**src/rtl/m4_usb_fifo_regs.sv**
```systemverilog
// ---------------------------------------------------------------------------
// m4_usb_fifo_regs
//
// M4-side end of the USB-serial FIFO pair. A Wishbone slave that gives the M4
// byte-wide access to both FIFOs:
//   - it pops the u2m FIFO (USB -> M4, filled by the USB bridge endpoint);
//   - it pushes the m2u FIFO (M4 -> USB, drained by that endpoint).
// It also provides a status word, sticky error flags, byte counters and an
// RX-available / RX-idle-timeout interrupt.
//
// Register map (word address):
//   0 DATA    R: pop one byte from u2m (0 and RX_UNF if empty)
//             W: push WR_DAT[7:0] into m2u (dropped and TX_OVF if full)
//   1 STATUS  R: [0] u2m_empty [1] m2u_full [7:4] popflag [11:8] pushflag
//                [16] RX_UNF [17] TX_OVF [18] RX_TMO_FLAG
//             W: write-1-to-clear [18:16], gated by BYTE_STB[2]
//   2 IRQ_EN  R/W [1:0]: [0] rx-available, [1] rx-timeout (BYTE_STB[0])
//   3 RX_TMO  R/W [TMO_W-1:0]: idle timeout in cycles, 0 disables it
//   4 COUNT   R: {tx_cnt, rx_cnt}; any write clears both
//   5-7       read 0, writes ignored, still acknowledged
//
// Ports:
//   clk, reset_n            clock, synchronous active-low reset
//   WBs_*                   Wishbone slave (3-bit word address, 32-bit data)
//   FIFO_u2m_*              pop side of the USB->M4 FIFO (first-word-fall-through)
//   FIFO_m2u_*              push side of the M4->USB FIFO
//   usb_rx_irq              registered level interrupt to the M4
//
// Bus handshake: an access starts on any cycle with CYC & STB & !ACK. ACK is
// asserted for exactly one cycle on the following cycle, with RD_DAT valid
// alongside it (RD_DAT is 0 whenever ACK is low). The master must drop STB
// or present a new request after ACK; a still-asserted request starts a new
// access the cycle after ACK.
// ---------------------------------------------------------------------------
module m4_usb_fifo_regs #(
  parameter int               TMO_W   = 16,
  parameter logic [TMO_W-1:0] TMO_RST = 16'd4800
) (
  input  logic        clk,
  input  logic        reset_n,
  input  logic [2:0]  WBs_ADR,
  input  logic        WBs_CYC,
  input  logic        WBs_STB,
  input  logic        WBs_WE,
  input  logic [3:0]  WBs_BYTE_STB,
  input  logic [31:0] WBs_WR_DAT,
  output logic [31:0] WBs_RD_DAT,
  output logic        WBs_ACK,
  output logic        FIFO_u2m_pop,
  input  logic [7:0]  FIFO_u2m_dout,
  input  logic        FIFO_u2m_empty,
  input  logic [3:0]  FIFO_u2m_popflag,
  output logic        FIFO_m2u_push,
  output logic [7:0]  FIFO_m2u_din,
  input  logic        FIFO_m2u_full,
  input  logic [3:0]  FIFO_m2u_pushflag,
  output logic        usb_rx_irq
);

  localparam logic [2:0] A_DATA   = 3'd0;
  localparam logic [2:0] A_STATUS = 3'd1;
  localparam logic [2:0] A_IRQ_EN = 3'd2;
  localparam logic [2:0] A_RX_TMO = 3'd3;
  localparam logic [2:0] A_COUNT  = 3'd4;

  logic             r_ack;
  logic [31:0]      r_rd_dat;
  logic             r_push;
  logic [7:0]       r_din;
  logic             r_irq;
  logic             r_rx_unf;
  logic             r_tx_ovf;
  logic             r_tmo_flag;
  logic [15:0]      r_rx_cnt;
  logic [15:0]      r_tx_cnt;
  logic [1:0]       r_irq_en;
  logic [TMO_W-1:0] r_rx_tmo;
  logic [TMO_W-1:0] r_tmo_cnt;

  logic        w_start;
  logic        w_rd;
  logic        w_wr;
  logic        w_pop;
  logic        w_push_req;
  logic        w_rx_unf_set;
  logic        w_tx_ovf_set;
  logic        w_sts_w1c;
  logic        w_clr_unf;
  logic        w_clr_ovf;
  logic        w_clr_tmo;
  logic        w_tmo_hit;
  logic [31:0] w_rd_mux;
  logic        w_unused;

  // A new access may only start once the previous ACK has been seen.
  assign w_start = WBs_CYC & WBs_STB & ~r_ack;
  assign w_rd    = w_start & ~WBs_WE;
  assign w_wr    = w_start &  WBs_WE;

  // The u2m FIFO is first-word-fall-through: the head byte is captured into
  // RD_DAT on the same edge that pops it. Gated by reset_n so an access that
  // collides with reset never consumes a byte.
  assign w_pop        = w_rd & (WBs_ADR == A_DATA) & ~FIFO_u2m_empty & reset_n;
  assign w_push_req   = w_wr & (WBs_ADR == A_DATA) & ~FIFO_m2u_full;
  assign w_rx_unf_set = w_rd & (WBs_ADR == A_DATA) &  FIFO_u2m_empty;
  assign w_tx_ovf_set = w_wr & (WBs_ADR == A_DATA) &  FIFO_m2u_full;

  assign w_sts_w1c = w_wr & (WBs_ADR == A_STATUS) & WBs_BYTE_STB[2];
  assign w_clr_unf = w_sts_w1c & WBs_WR_DAT[16];
  assign w_clr_ovf = w_sts_w1c & WBs_WR_DAT[17];
  assign w_clr_tmo = w_sts_w1c & WBs_WR_DAT[18];

  // Idle timeout: the counter has seen RX_TMO-1 idle cycles with data waiting
  // and this is the RX_TMO-th. Qualified by !empty so RX_TMO=1 cannot fire on
  // an empty FIFO where the counter is parked at 0.
  assign w_tmo_hit = (r_rx_tmo != '0) & ~FIFO_u2m_empty & ~w_pop &
                     (r_tmo_cnt == (r_rx_tmo - TMO_W'(1)));

  always_comb begin
    w_rd_mux = 32'd0;
    case (WBs_ADR)
      A_DATA:   w_rd_mux = FIFO_u2m_empty ? 32'd0 : {24'd0, FIFO_u2m_dout};
      A_STATUS: w_rd_mux = {13'd0, r_tmo_flag, r_tx_ovf, r_rx_unf,
                            4'd0, FIFO_m2u_pushflag, FIFO_u2m_popflag,
                            2'd0, FIFO_m2u_full, FIFO_u2m_empty};
      A_IRQ_EN: w_rd_mux = {30'd0, r_irq_en};
      A_RX_TMO: w_rd_mux = {{(32-TMO_W){1'b0}}, r_rx_tmo};
      A_COUNT:  w_rd_mux = {r_tx_cnt, r_rx_cnt};
      default:  w_rd_mux = 32'd0;
    endcase
  end

  always_ff @(posedge clk) begin
    if (!reset_n) begin
      r_ack      <= 1'b0;
      r_rd_dat   <= 32'd0;
      r_push     <= 1'b0;
      r_din      <= 8'd0;
      r_irq      <= 1'b0;
      r_rx_unf   <= 1'b0;
      r_tx_ovf   <= 1'b0;
      r_tmo_flag <= 1'b0;
      r_rx_cnt   <= 16'd0;
      r_tx_cnt   <= 16'd0;
      r_irq_en   <= 2'd0;
      r_rx_tmo   <= TMO_RST;
      r_tmo_cnt  <= '0;
    end else begin
      r_ack    <= w_start;
      r_rd_dat <= w_rd ? w_rd_mux : 32'd0;

      // The push is issued alongside ACK; full was checked at access start
      // and nothing else pushes this FIFO, so it cannot fill in between.
      r_push <= w_push_req;
      if (w_push_req) r_din <= WBs_WR_DAT[7:0];

      // Sticky flags: a set in the same cycle as a clear wins.
      r_rx_unf   <= w_rx_unf_set | (r_rx_unf & ~w_clr_unf);
      r_tx_ovf   <= w_tx_ovf_set | (r_tx_ovf & ~w_clr_ovf);
      r_tmo_flag <= w_tmo_hit | (r_tmo_flag & ~(w_clr_tmo | w_pop));

      if (w_wr && (WBs_ADR == A_COUNT)) begin
        r_rx_cnt <= 16'd0;
        r_tx_cnt <= 16'd0;
      end else begin
        if (w_pop)      r_rx_cnt <= r_rx_cnt + 16'd1;
        if (w_push_req) r_tx_cnt <= r_tx_cnt + 16'd1;
      end

      if (w_wr && (WBs_ADR == A_IRQ_EN) && WBs_BYTE_STB[0])
        r_irq_en <= WBs_WR_DAT[1:0];
      if (w_wr && (WBs_ADR == A_RX_TMO))
        r_rx_tmo <= WBs_WR_DAT[TMO_W-1:0];

      // Holding at the match point keeps the flag asserted while the byte
      // stays unread, so a W1C alone cannot clear it; reading the byte does.
      if (FIFO_u2m_empty || w_pop)
        r_tmo_cnt <= '0;
      else if (w_tmo_hit)
        r_tmo_cnt <= r_tmo_cnt;
      else if (r_tmo_cnt != '1)
        r_tmo_cnt <= r_tmo_cnt + TMO_W'(1);

      r_irq <= (r_irq_en[0] & ~FIFO_u2m_empty) | (r_irq_en[1] & r_tmo_flag);
    end
  end

  assign WBs_ACK       = r_ack;
  assign WBs_RD_DAT    = r_rd_dat;
  assign FIFO_u2m_pop  = w_pop;
  assign FIFO_m2u_push = r_push;
  assign FIFO_m2u_din  = r_din;
  assign usb_rx_irq    = r_irq;

  // Byte strobes 1 and 3 and the upper write-data bits have no function.
  assign w_unused = ^{WBs_BYTE_STB, WBs_WR_DAT};

endmodule
```
**config.mk**
```make
export PLATFORM = sky130hd
export DESIGN_NAME = m4_usb_fifo_regs
export DESIGN_NICKNAME = d
export VERILOG_FILES = /design/src/rtl/m4_usb_fifo_regs.sv
export SDC_FILE = /design/constraint.sdc
export NUM_CORES = 1
export LEC_CHECK = 0
export CORE_UTILIZATION = 45
export DETAILED_ROUTE_END_ITERATION = 8
export GPL_ROUTABILITY_DRIVEN = 1
export HOLD_SLACK_MARGIN = 0.05
export PLACE_DENSITY = 0.72
export SETUP_SLACK_MARGIN = 0.5
export SLEW_MARGIN = 20
export SYNTH_ARGS = -nofsm -noshare
export SYNTH_HDL_FRONTEND = slang
export SYNTH_SLANG_ARGS = --single-unit
export TNS_END_PERCENT = 50
```
**constraint.sdc**
```tcl
create_clock -name clk -period 4.45 [get_ports clk]
set_input_delay 1.1125 -clock clk [delete_from_list [all_inputs] [get_ports clk]]
set_output_delay 1.1125 -clock clk [all_outputs]
set_load 0.01 [all_outputs]
```
# Yosys cells after proc, flatten, opt, wreduce, memory -nomap -nowiden
# Cells that the tools add are included.
# totals
reg_bits	112
elab_cells	75
# op_classes
addsub	4
eq_ne	6
muxes	2
n_bitwise	39
reduce_logical	11
# op_table
cell	n
$pmux W32 S5	1
$add A16 B1 Y16 const B	3
$and A1 B1 Y1	24
$eq A16 B16 Y1	1
$ne A16 B16 Y1 const B	1
$reduce_bool A16 Y1	1
$sub A16 B1 Y16 const B	1
$not A1 Y1	10
$mux W8	1
$eq A3 B2 Y1 const B	2
$or A1 B1 Y1	5
$logic_and A1 B1 Y1	4
$reduce_and A2 Y1	2
$reduce_or A2 Y1	2
$eq A3 B1 Y1 const B	1
$eq A3 B3 Y1 const B	1
$logic_not A3 Y1	1
$logic_or A1 B1 Y1	1

# Depth between registers and ports, before layout
# Gate-level depths: netlist of run 1.
# logic_depth
ltp_word	11
mapped_depth	11

# Worst setup path before layout of run 1
# OpenSTA, ideal clock, no wires.
# synth_path
path_kind	input to output
startpoint	in WBs_ADR[1]
endpoint	out FIFO_u2m_pop
t_arrival_ns	2.123
required_ns	3.338
slack_ns	1.215
stages	4
path_buffers	2
cell_sequence	clkbuf_1 -> nor4_4 -> and3_1 -> buf_2
# synth_via
elab_chain_len	4
# synth_rtl
item	line	source
start: declaration	41	input logic [2:0] WBs_ADR,
$logic_not A3 Y1	103	assign w_pop = w_rd & (WBs_ADR == A_DATA) & ~FIFO_u2m_empty & reset_n;
$and A1 B1 Y1 (3 in a row)	103	
end: declaration	49	output logic FIFO_u2m_pop,
# No other way between the ends.

# Worst setup path after layout of run 1
# layout_path
startpoint	in WBs_STB
endpoint	out FIFO_u2m_pop
# layout_via
elab_chain_len	6
# layout_rtl
item	line	source
start: declaration	43	input logic WBs_STB,
$and A1 B1 Y1 (2 in a row)	96	assign w_start = WBs_CYC & WBs_STB & ~r_ack;
$and A1 B1 Y1	97	assign w_rd = w_start & ~WBs_WE;
$and A1 B1 Y1 (3 in a row)	103	
# No other way between the ends.

==> metrics.txt, run 1 <==
sequential fraction of the synthesis area=between 40% and 50%; DP Wirelength=9600 um; total number of vias=approximately 4600; Reg area=between 0.002 and 0.0025 mm2; Clock Tree Root=clkbuf_16; fraction of registers with async set or reset after synthesis=0%; chip height=approximately 110 um; Setup Crit Path Kind=input pin to output pin; Hold Path Cell Cnt=2; ant diodes=0; hold buffers post-CTS=0; WL final=~13000 um; Crit. End Element=output pin; ranking of synthesized cells by area=dfxtp_1, nand2_1, xor2_1; Sw Ratio=a little under a quarter; Hold Crit Class=flop to flop; CP max stage delay=0.50 ns; total global routing overflow=0; Area growth syn-to-layout=25.4%; status=complete, no violations; Synth top area share=43.5%; layout cells sized above 1=6.75%; power per cell area=298 mW/mm2; Tcrit/Tclk final=83.0%; prevailing post-synth register cell=dfxtp_1; Post-Synthesis Cells=roughly 600; # nets final=742; Layout Cells excl Fill=821; WHS Endpoint=FIFO_m2u_din[4]$_SDFFE_PN0P_; total leakage power=2.22 nW; Worst VDD drop=roughly 230 uV; Setup violations, final=0; GRT Util Overall=~23%; Wirelength per Cell=15.9 um; area taken by multi-input logic gates=about 0.0027 mm2; CP cell instances=clkdlybuf4s50_1 > nor4bb_1 > buf_4 > and3_1 > dlygate4sd2_1; die width=approximately 110 um; syn avg cell area=approximately 8.6 um2; Syn Nets=around 660; crit-path max FO=4; min-delay src=FIFO_m2u_din[4]$_SDFFE_PN0P_; number of max-cap violations=0; core box area=roughly 0.011 mm2; DR DRC count=0; clock transition at the registers of the reported paths=approximately 0.07 ns; Fmax=between 200 and 300 MHz; Placer Congestion=roughly 0.84; placed cell count=just over 800; drt pass-1 iters=5; R2R Path End=r_tmo_cnt[1]$_SDFFE_PP0P_; Power, Total=roughly 1.9 mW; Initial DRC Count=~240; mapped cell area=0.00515 mm2; final antenna-violating net count=0; combinational power share=under 10%; number of synthesized flops with an enable pin=0; Fin. Hold Viols=0; Yosys reg bits=112; slowest CP cell=clkdlybuf4s50_1; global-route wire length before repair=between 20000 and 25000 um; clock share of power=between 40% and 50%; design internal power=about 1.5 mW; Max transition margin=50.2%; Fillers=a little under 1000; synth unique cells=slightly below 60; FF-to-FF path depth=9; Final Core Density=around three fifths; worst path required time=roughly 3.3 ns; clk sink count=112; Final Critical Period=roughly 3.7 ns; Switch Pwr=452 uW; R2R setup slack=between 1.5 and 2 ns; clock tree buffer depth=2; row cnt=38; die area=0.0119 mm2; number of port buffers=90; CTS tree=built; Clock Latency Late Sink=~0.35 ns; vias in the first global route=4297; Critical Path Start=WBs_STB; RSZ-0062 raised after global routing=false; final setup skew=about 0.0085 ns; H-tree depth=3; CTS buffer count=9; final setup TNS=0 ns; CP Launch Type=input pin; I/O Pins=~110; Synth area leader=dfxtp_1; Fin Hold WS=approximately 0.48 ns; sequential power share=between 50 and 60%; initial antenna violation count=0; Worst R2R Start=r_rx_tmo[0]$_SDFFE_PN0P_; measured slew at the worst slew-check pin=roughly 0.74 ns; vias per std cell=roughly 5.6; synth warn=0; Slew Viols, Final=0; largest net degree at the start of global routing=39; worst path arrival time=2.58 ns; initial core utilization=between 40% and 50%
-- cells by family (layout without fill, tap and decap cells) --
kind of cell	after synthesis	count (layout)	synth area share, %
DFF	112	112	43.5
AOI/OAI and AO/OA	103	103	13.5
adders and majority gates	4	4	0.971
xor gates and xnor gates	44	44	7.48
buffers and inverters	37	121	3.28
and+or+nand+nor	279	279	27.5
muxes	18	18	3.74
-- flip-flops by register name (all words and copies together) (netlist names) --
| name | flops |
|---|---|
| r_irq_en | 2 |
| WBs_ACK | 1 |
| r_rx_tmo | 16 |
| r_tmo_flag | 1 |
| usb_rx_irq | 1 |
| r_rx_cnt | 16 |
| r_tmo_cnt | 16 |
| FIFO_m2u_din | 8 |
| FIFO_m2u_push | 1 |
| r_rx_unf | 1 |
| r_tx_ovf | 1 |
| WBs_RD_DAT | 32 |
| r_tx_cnt | 16 |
-- per-layer routing --
metal,share of wire (%),GRT usage (%),vias to the layer above
li1,-,-,2252
met3,7.0,4.54,21
met5,0,0,-
met4,2.3,8.98,0
met2,45,37.7,164
met1,45,29.2,2193
-- placed cells by master (no fill, tap or decap), types with 15 or more instances in the layout --
cell,instances
and2_1,16
nand2_1,87
nand3_1,26
nor2_1,56
xor2_1,29
a21boi_0,22
o21ai_0,16
nand4_1,15
dfxtp_1,112
a21oi_1,23
xnor2_1,15
clkdlybuf4s50_1,89
or3_1,20
a22oi_1,21
-- critical path, delay by kind of cell --
kind	cells	cell delay [ns]
buf+inv	3	0.96
simple gates	2	0.51
-- stage by stage --
| stage | setup slack [ns] | instance area, um2 |
|---|---|---|
| floorplan | 1.21 | 5150 |
| global placement | 0.424 | 6160 |
| detailed placement | 0.507 | 6160 |
| CTS | 0.766 | 6460 |
| global route | 0.691 | 6460 |
| finish | 0.756 | 6460 |
-- cell usage after synthesis (2+ instances only) --
library cell / n
or4_1: 4
a222oi_1: 2
xnor2_1: 15
and2_1: 16
mux2_2: 10
nand4_1: 15
ha_1: 4
nor2b_1: 7
buf_1: 5
a211oi_1: 2
nor4_1: 6
o31ai_1: 3
xor2_1: 29
and3_1: 8
nor3b_1: 5
nand2_1: 87
clkbuf_1: 21
a21oi_1: 23
a21boi_0: 22
dfxtp_1: 112
inv_1: 4
nand3_1: 26
buf_2: 3
mux2i_1: 8
nand2b_1: 3
o21ai_0: 16
a22oi_1: 21
nor3_1: 9
nand4b_1: 3
a221oi_1: 2
buf_6: 3
nor2_1: 56
or3_1: 20
and2_0: 2
-- power groups by stage --
stage	sequential (mW)	clock, mW	combinational [mW]
2_1_floorplan	1.03	0	0.0505
5_1_grt	1.01	0.854	0.124
6_report	1.01	0.802	0.116
3_5_place_dp	1.03	0	0.115
3_3_place_gp	1.03	0	0.114
4_1_cts	1.01	0.811	0.115
-- worst max path at each step --
stage | endpoint | slack, ns | cells past startpoint
after floorplan | FIFO_u2m_pop | 1.21 | 4
after global placement | FIFO_u2m_pop | 0.42 | 5
after detailed placement | FIFO_u2m_pop | 0.51 | 5
after CTS | FIFO_u2m_pop | 0.77 | 5
after global routing | FIFO_u2m_pop | 0.69 | 4
final | FIFO_u2m_pop | 0.76 | 5
-- cell type report --
cell class / instances / share of cell area, %
clock buffer: 10 / 3.70
clock inverter: 6 / 0.911
inverter: 4 / 0.232
multi-input combinational: 448 / 42.5
sequential: 112 / 34.7
tap: 140 / 2.71
timing repair buffer: 101 / 15.2
-- timing repair --
item / 4_1_cts / 5_1_grt
buffers inserted: 0 / 0
resized for setup: 1 / 0
endpoints found under the setup margin: 1 / 0
Note: power is estimated with default switching activity, not from simulation.
==> run 2: changes to the inputs <==
--- a/config.mk
+++ b/config.mk
@@ -9,7 +9,7 @@
 export DETAILED_ROUTE_END_ITERATION = 8
 export GPL_ROUTABILITY_DRIVEN = 1
 export HOLD_SLACK_MARGIN = 0.05
-export PLACE_DENSITY = 0.72
+export PLACE_DENSITY = 0.74
 export SETUP_SLACK_MARGIN = 0.5
 export SLEW_MARGIN = 20
 export SYNTH_ARGS = -nofsm -noshare
==> constraint.sdc (replaced) <==
create_clock -name clk -period 3 [get_ports clk]
set_input_delay 0.75 -clock clk [delete_from_list [all_inputs] [get_ports clk]]
set_output_delay 0.75 -clock clk [all_outputs]
set_load 0.01 [all_outputs]
==> run 2 against run 1 <==
Setup slack worse by 0.26 ns. Critical path type is now flop to flop. Via count up 5.6%. Die area is the same. Critical endpoint is now r_tmo_cnt[15]$_SDFFE_PP0P_. Global-route usage grew 1.2 points. Non-clock buffer count increased by 31. Clock-buffer cell count is 1 lower.
==> metrics.txt, run 2 (synthesis results as in run 1) <==
status=complete, no violations; CTS tree=built; initial core utilization=46.9% (unchanged); combinational power share=6.6% (+0.6 points); Setup violations, final=0 (unchanged); Final Critical Period=approximately 2.5 ns; clock tree buffer depth=2 (unchanged); hold buffers post-CTS=0 (unchanged); Setup Crit Path Kind=flop to flop; Final Core Density=63.4% (+4.6 points); ant diodes=0 (unchanged); Initial DRC Count=329 (+39%); CP top delay family=simple AND/OR/NAND/NOR gates; Final WS setup=0.498 ns (-0.258 ns); number of port buffers=90 (unchanged); Clock Latency Late Sink=0.35 ns (about the same); total number of vias=4887 (+5.6%); die width=109 um (unchanged); final setup TNS=0 ns (unchanged); total global routing overflow=0 (unchanged); CP max stage delay=0.51 ns (about the same); Sw Ratio=24.2% (+0.79 points); Area growth syn-to-layout=35.1%; Placer Congestion=0.844 (+0.26%); power per cell area=415 mW/mm2 (+39%); CP Launch Type=flop; Max transition margin=51.8% (+1.6 points); vias in the first global route=4628 (+7.7%); global-route wire length before repair=22200 um (+7.1%); Clock Tree Root=clkbuf_16; I/O Pins=106 (unchanged); drt pass-1 iters=5 (unchanged); chip height=109 um (unchanged); clock share of power=41.5% (about the same); final antenna-violating net count=0 (unchanged); # nets final=775 (+4.4%); worst path bufs/invs=2 (-1); worst path required time=3.23 ns (-0.11 ns); die area=0.0119 mm2 (unchanged); post-place setup slack=-0.277 ns (-0.784 ns); WL final=14000 um (+6.9%); clk sink count=112 (unchanged); DR DRC count=0 (unchanged); Hold Crit Class=flop to flop; CP cell instances=inv_2 > ha_4 > nor3b_4 > and3b_1 > or4_4 > a211oi_2 > and4_4 > buf_6 > o21bai_1 > nor3b_1; Switch Pwr=699 uW (+55%); Tcrit/Tclk final=83.4%; final setup skew=0.0118 ns (+0.00331 ns); Largest register FFs=32 (unchanged); Wirelength per Cell=16.4 um (+2.7%); GRT Util Overall=24.0% (+1.2 points); Post-Layout Inst Area=0.00696 mm2 (+7.8%); commonest non-fill, non-tap cells in the layout=dfxtp_1, nand2_1, clkdlybuf4s50_1; worst path arrival time=2.73 ns (+0.15 ns); vias per std cell=5.72 (+1.5%); Fmax=around 400 MHz; DP Area=0.00633 mm2 (+2.8%); core box area=0.0110 mm2 (unchanged); slowest CP cell=or4_4; Crit. End Element=flop; RSZ-0062 raised after global routing=true; clock transition at the registers of the reported paths=0.08 ns (about the same); Fin Hold WS=0.476 ns (+0.000281 ns); number of max-cap violations=0 (unchanged); H-tree depth=3 (unchanged); Power, Total=2.89 mW (+50%); total leakage power=2.44 nW (+10%); layout cells sized above 1=16.5% (+9.8 points); row cnt=38 (unchanged); design internal power=2.19 mW (+48%); Worst VDD drop=278 uV (+19%); Layout Cells excl Fill=854 (+4.0%); largest net degree at the start of global routing=39 (unchanged); sequential power share=51.9% (-0.5 points); DP Wirelength=9910 um (+3.2%); placed cell count=826 (+2.6%); measured slew at the worst slew-check pin=0.718 ns (-0.0220 ns); most common cell after layout, fill and taps aside=dfxtp_1; Fin. Hold Viols=0 (unchanged); CTS buffer count=9 (unchanged); initial antenna violation count=0 (unchanged); crit-path max FO=6 (+2); Slew Viols, Final=0 (unchanged)
## run 2: what timing repair did
| item | in CTS | in global routing |
|---|---|---|
| resized for setup | 24 | 50 |
| gates cloned | 1 | 1 |
| setup buffers | 5 | 5 |
| pin swaps | 6 | 21 |
| setup endpoints to repair | 45 | 24 |
## run 2: worst paths after layout
| check | startpoint | endpoint | slack [ns] | cells after the start |
|---|---|---|---|---|
| worst max-delay path | r_rx_tmo[1]$_SDFFE_PN0P_ | r_tmo_cnt[15]$_SDFFE_PP0P_ | 0.50 | 10 |
| worst min-delay path | FIFO_m2u_din[6]$_SDFFE_PN0P_ | FIFO_m2u_din[6]$_SDFFE_PN0P_ | 0.48 | 2 |
| worst max register to register | r_rx_tmo[1]$_SDFFE_PN0P_ | r_tmo_cnt[15]$_SDFFE_PP0P_ | 0.50 | 10 |
| worst min register to register | FIFO_m2u_din[6]$_SDFFE_PN0P_ | FIFO_m2u_din[6]$_SDFFE_PN0P_ | 0.48 | 2 |
## run 2: per-layer routing
metal / vias up / share of wire (%) / track usage, %
li1: 2327 / - / -
met1: 2336 / 43 / 30.3
met2: 188 / 47 / 39.9
met3: 36 / 6.1 / 3.71
met4: 0 / 3.7 / 11.7
met5: - / 0 / 0
## run 2: cell type report
type	instances	area [um2]
inverters	4	15.0
fillers	914	4020
repair buffers	132	1230
multi-input cells	450	3000
clock inverters	7	68.8
clock buffers	9	225
flip-flops and latches	112	2250
well taps	140	175
## run 2: worst min-delay path: cells and delay by family (launching register included)
family | cells | cell delay, ns
and+or+nand+nor | 1 | 0.05
AOI/OAI and AO/OA | 1 | 0.07
DFF | 1 | 0.32
## run 2: power by group through the flow
stage               clock network, mW  registers [mW]  logic (mW)
finish                           1.20            1.50       0.192
detailed placement                  0            1.53       0.181
global placement                    0            1.53       0.178
floorplan                           0            1.53      0.0783
global route                     1.27            1.50       0.205
CTS                              1.22            1.50       0.184
==> run 3: changes to the inputs <==
--- a/config.mk
+++ b/config.mk
@@ -9,7 +9,7 @@
 export DETAILED_ROUTE_END_ITERATION = 8
 export GPL_ROUTABILITY_DRIVEN = 1
 export HOLD_SLACK_MARGIN = 0.05
-export PLACE_DENSITY = 0.74
+export PLACE_DENSITY = 0.72
 export SETUP_SLACK_MARGIN = 0.5
 export SLEW_MARGIN = 20
 export SYNTH_ARGS = -nofsm -noshare
==> constraint.sdc (replaced) <==
create_clock -name clk -period 2.4 [get_ports clk]
set_input_delay 0.6 -clock clk [delete_from_list [all_inputs] [get_ports clk]]
set_output_delay 0.6 -clock clk [all_outputs]
set_load 0.01 [all_outputs]
==> run 3 against run 2 <==
The flow now finishes with violations (setup timing). Clock power grew 24%. Sequential power grew 25%. Via count grew 0.29%. Largest cell class unchanged. Power grew 25%.
==> metrics.txt, run 3 (synthesis results as in run 1) <==
measured slew at the worst slew-check pin=0.427 ns (-0.290 ns); initial antenna violation count=0 (unchanged); Largest register FFs=32 (unchanged); Slew Viols, Final=0 (unchanged); DR DRC count=0 (unchanged); most common cell after layout, fill and taps aside=dfxtp_1; Clock Tree Root=clkbuf_16; Final WS setup=-0.0410 ns (-0.539 ns); number of port buffers=90 (unchanged); die width=109 um (unchanged); Critical Path Start=r_rx_tmo[1]$_SDFFE_PN0P_; total global routing overflow=0 (unchanged); H-tree depth=3 (unchanged); layout cells sized above 1=21.3% (+4.8 points); FF-to-FF path depth=10 (unchanged); chip height=109 um (unchanged); R2R setup slack=-0.04 ns (-0.54 ns); Wirelength per Cell=16.4 um (about the same); vias in the first global route=4747 (+2.6%); Switch Pwr=872 uW (+25%); clock share of power=41.3% (-0.2 points); Final Core Density=66.7% (+3.3 points); drt pass-1 iters=5 (unchanged); Crit. End Element=flop; WL final=14400 um (+3.1%); Area growth syn-to-layout=42.1%; commonest non-fill, non-tap cells in the layout=dfxtp_1, nand2_1, clkdlybuf4s50_1; Reg area=0.00225 mm2 (+0.11%); row cnt=38 (unchanged); DP Wirelength=10400 um (+4.7%); GRT Util Overall=24.6% (+0.54 points); status=finished, violations left; final setup TNS=-0.342 ns (-0.342 ns); Hold Crit Class=flop to flop; R2R Path End=r_tmo_cnt[4]$_SDFFE_PP0P_; Clock Latency Late Sink=0.36 ns (about the same); number of max-cap violations=0 (unchanged); Fmax=410 MHz (+2.5%); CP Launch Type=flop; post-place setup slack=-0.616 ns (-0.338 ns); design internal power=2.75 mW (+26%); largest net degree at the start of global routing=39 (unchanged); sequential power share=51.6% (-0.3 points); Fin. Hold Viols=0 (unchanged); Placer Congestion=0.867 (+2.8%); ant diodes=0 (unchanged); Post-Layout Inst Area=0.00732 mm2 (+5.2%); final setup skew=0.0120 ns (+0.000240 ns); area taken by multi-input logic gates=0.00304 mm2 (+1.5%); Fillers=871 (-4.7%); Initial DRC Count=313 (-4.9%); vias per std cell=5.56 (-2.8%); global-route wire length before repair=22500 um (+1.2%); worst path required time=2.68 ns (-0.55 ns); clock transition at the registers of the reported paths=0.08 ns (about the same); clock tree buffer depth=2 (unchanged); final antenna-violating net count=0 (unchanged); Tcrit/Tclk final=102% (+18 points); Max transition margin=71.3% (+20 points); failing checks=setup timing; hold buffers post-CTS=0 (unchanged); core box area=0.0110 mm2 (unchanged); Setup Crit Path Kind=flop to flop; initial core utilization=46.9% (unchanged); # nets final=802 (+3.5%); Worst R2R Start=r_rx_tmo[1]$_SDFFE_PN0P_; total leakage power=2.60 nW (+6.7%); DP Area=0.00664 mm2 (+4.9%); worst path arrival time=2.72 ns (about the same); Power, Total=3.62 mW (+25%); total number of vias=4901 (+0.29%); die area=0.0119 mm2 (unchanged); power per cell area=494 mW/mm2 (+19%); CTS buffer count=9 (unchanged); Sw Ratio=24.1% (-0.12 points); Worst VDD drop=362 uV (+30%); RSZ-0062 raised after global routing=true; Final Critical Period=2.44 ns (-0.0609 ns); Setup violations, final=14 (+14); CTS tree=built; CP Capture Point=r_tmo_cnt[4]$_SDFFE_PP0P_; clk sink count=112 (unchanged); I/O Pins=106 (unchanged); crit-path max FO=5 (-1); combinational power share=7.1% (+0.5 points)
[run 3: how the worst min path moves through the flow]
stage | start | to | slack [ns] | cells after the start
2_1_floorplan | r_tx_cnt[15]$_SDFFE_PP0P_ | WBs_RD_DAT[31]$_SDFF_PN0_ | 0.45 | 1
3_3_place_gp | FIFO_m2u_din[5]$_SDFFE_PN0P_ | FIFO_m2u_din[5]$_SDFFE_PN0P_ | 0.46 | 2
3_5_place_dp | FIFO_m2u_din[5]$_SDFFE_PN0P_ | FIFO_m2u_din[5]$_SDFFE_PN0P_ | 0.46 | 2
4_1_cts | FIFO_m2u_din[4]$_SDFFE_PN0P_ | FIFO_m2u_din[4]$_SDFFE_PN0P_ | 0.47 | 2
5_1_grt | FIFO_m2u_din[4]$_SDFFE_PN0P_ | FIFO_m2u_din[4]$_SDFFE_PN0P_ | 0.49 | 2
6_report | FIFO_m2u_din[5]$_SDFFE_PN0P_ | FIFO_m2u_din[5]$_SDFFE_PN0P_ | 0.47 | 2
[run 3: metal layers]
layer	global-route usage, %	vias to the layer above	wire length [um]
met5	0	-	0
met4	12.5	0	442
met3	3.89	38	942
met2	40.3	182	6710
met1	31.2	2309	6330
li1	-	2372	-
[run 3: metrics by stage]
stage	std cells	hold slack [ns]
after floorplan	597	0.450
after global placement	851	0.458
after detailed placement	851	0.460
after CTS	879	0.474
after global routing	881	0.486
final	881	0.469
[run 3: worst max-delay path, stage by stage (launching register included)]
cell      delay, ns
dfxtp_4        0.39
inv_4          0.04
ha_4           0.15
nor3b_4        0.17
and3b_1        0.21
or4_4          0.53
a211oi_4       0.22
and4_4         0.31
buf_4          0.14
o21ai_1        0.05
a21oi_1        0.16
[run 3: layout make-up]
type                    count  area share (%)
clock buffers               9            3.08
clock inverters             7           0.974
inverters                   4           0.239
multi-input cells         449            41.5
flip-flops and latches    112            30.8
well taps                 140            2.39
repair buffers            160            21.0
[run 3: repair_timing]
item,in CTS,in global routing
setup endpoints to repair,106,43
hold endpoints to repair,0,0
pin swaps,31,37
setup buffers,11,2
gates resized for setup,71,34
gates cloned,1,0
[run 3: power groups by stage]
stage / logic [mW] / clock network [mW] / registers [mW]
floorplan: 0.0995 / 0 / 1.91
global placement: 0.240 / 0 / 1.91
detailed placement: 0.244 / 0 / 1.91
CTS: 0.247 / 1.51 / 1.87
global route: 0.273 / 1.59 / 1.87
finish: 0.255 / 1.49 / 1.87
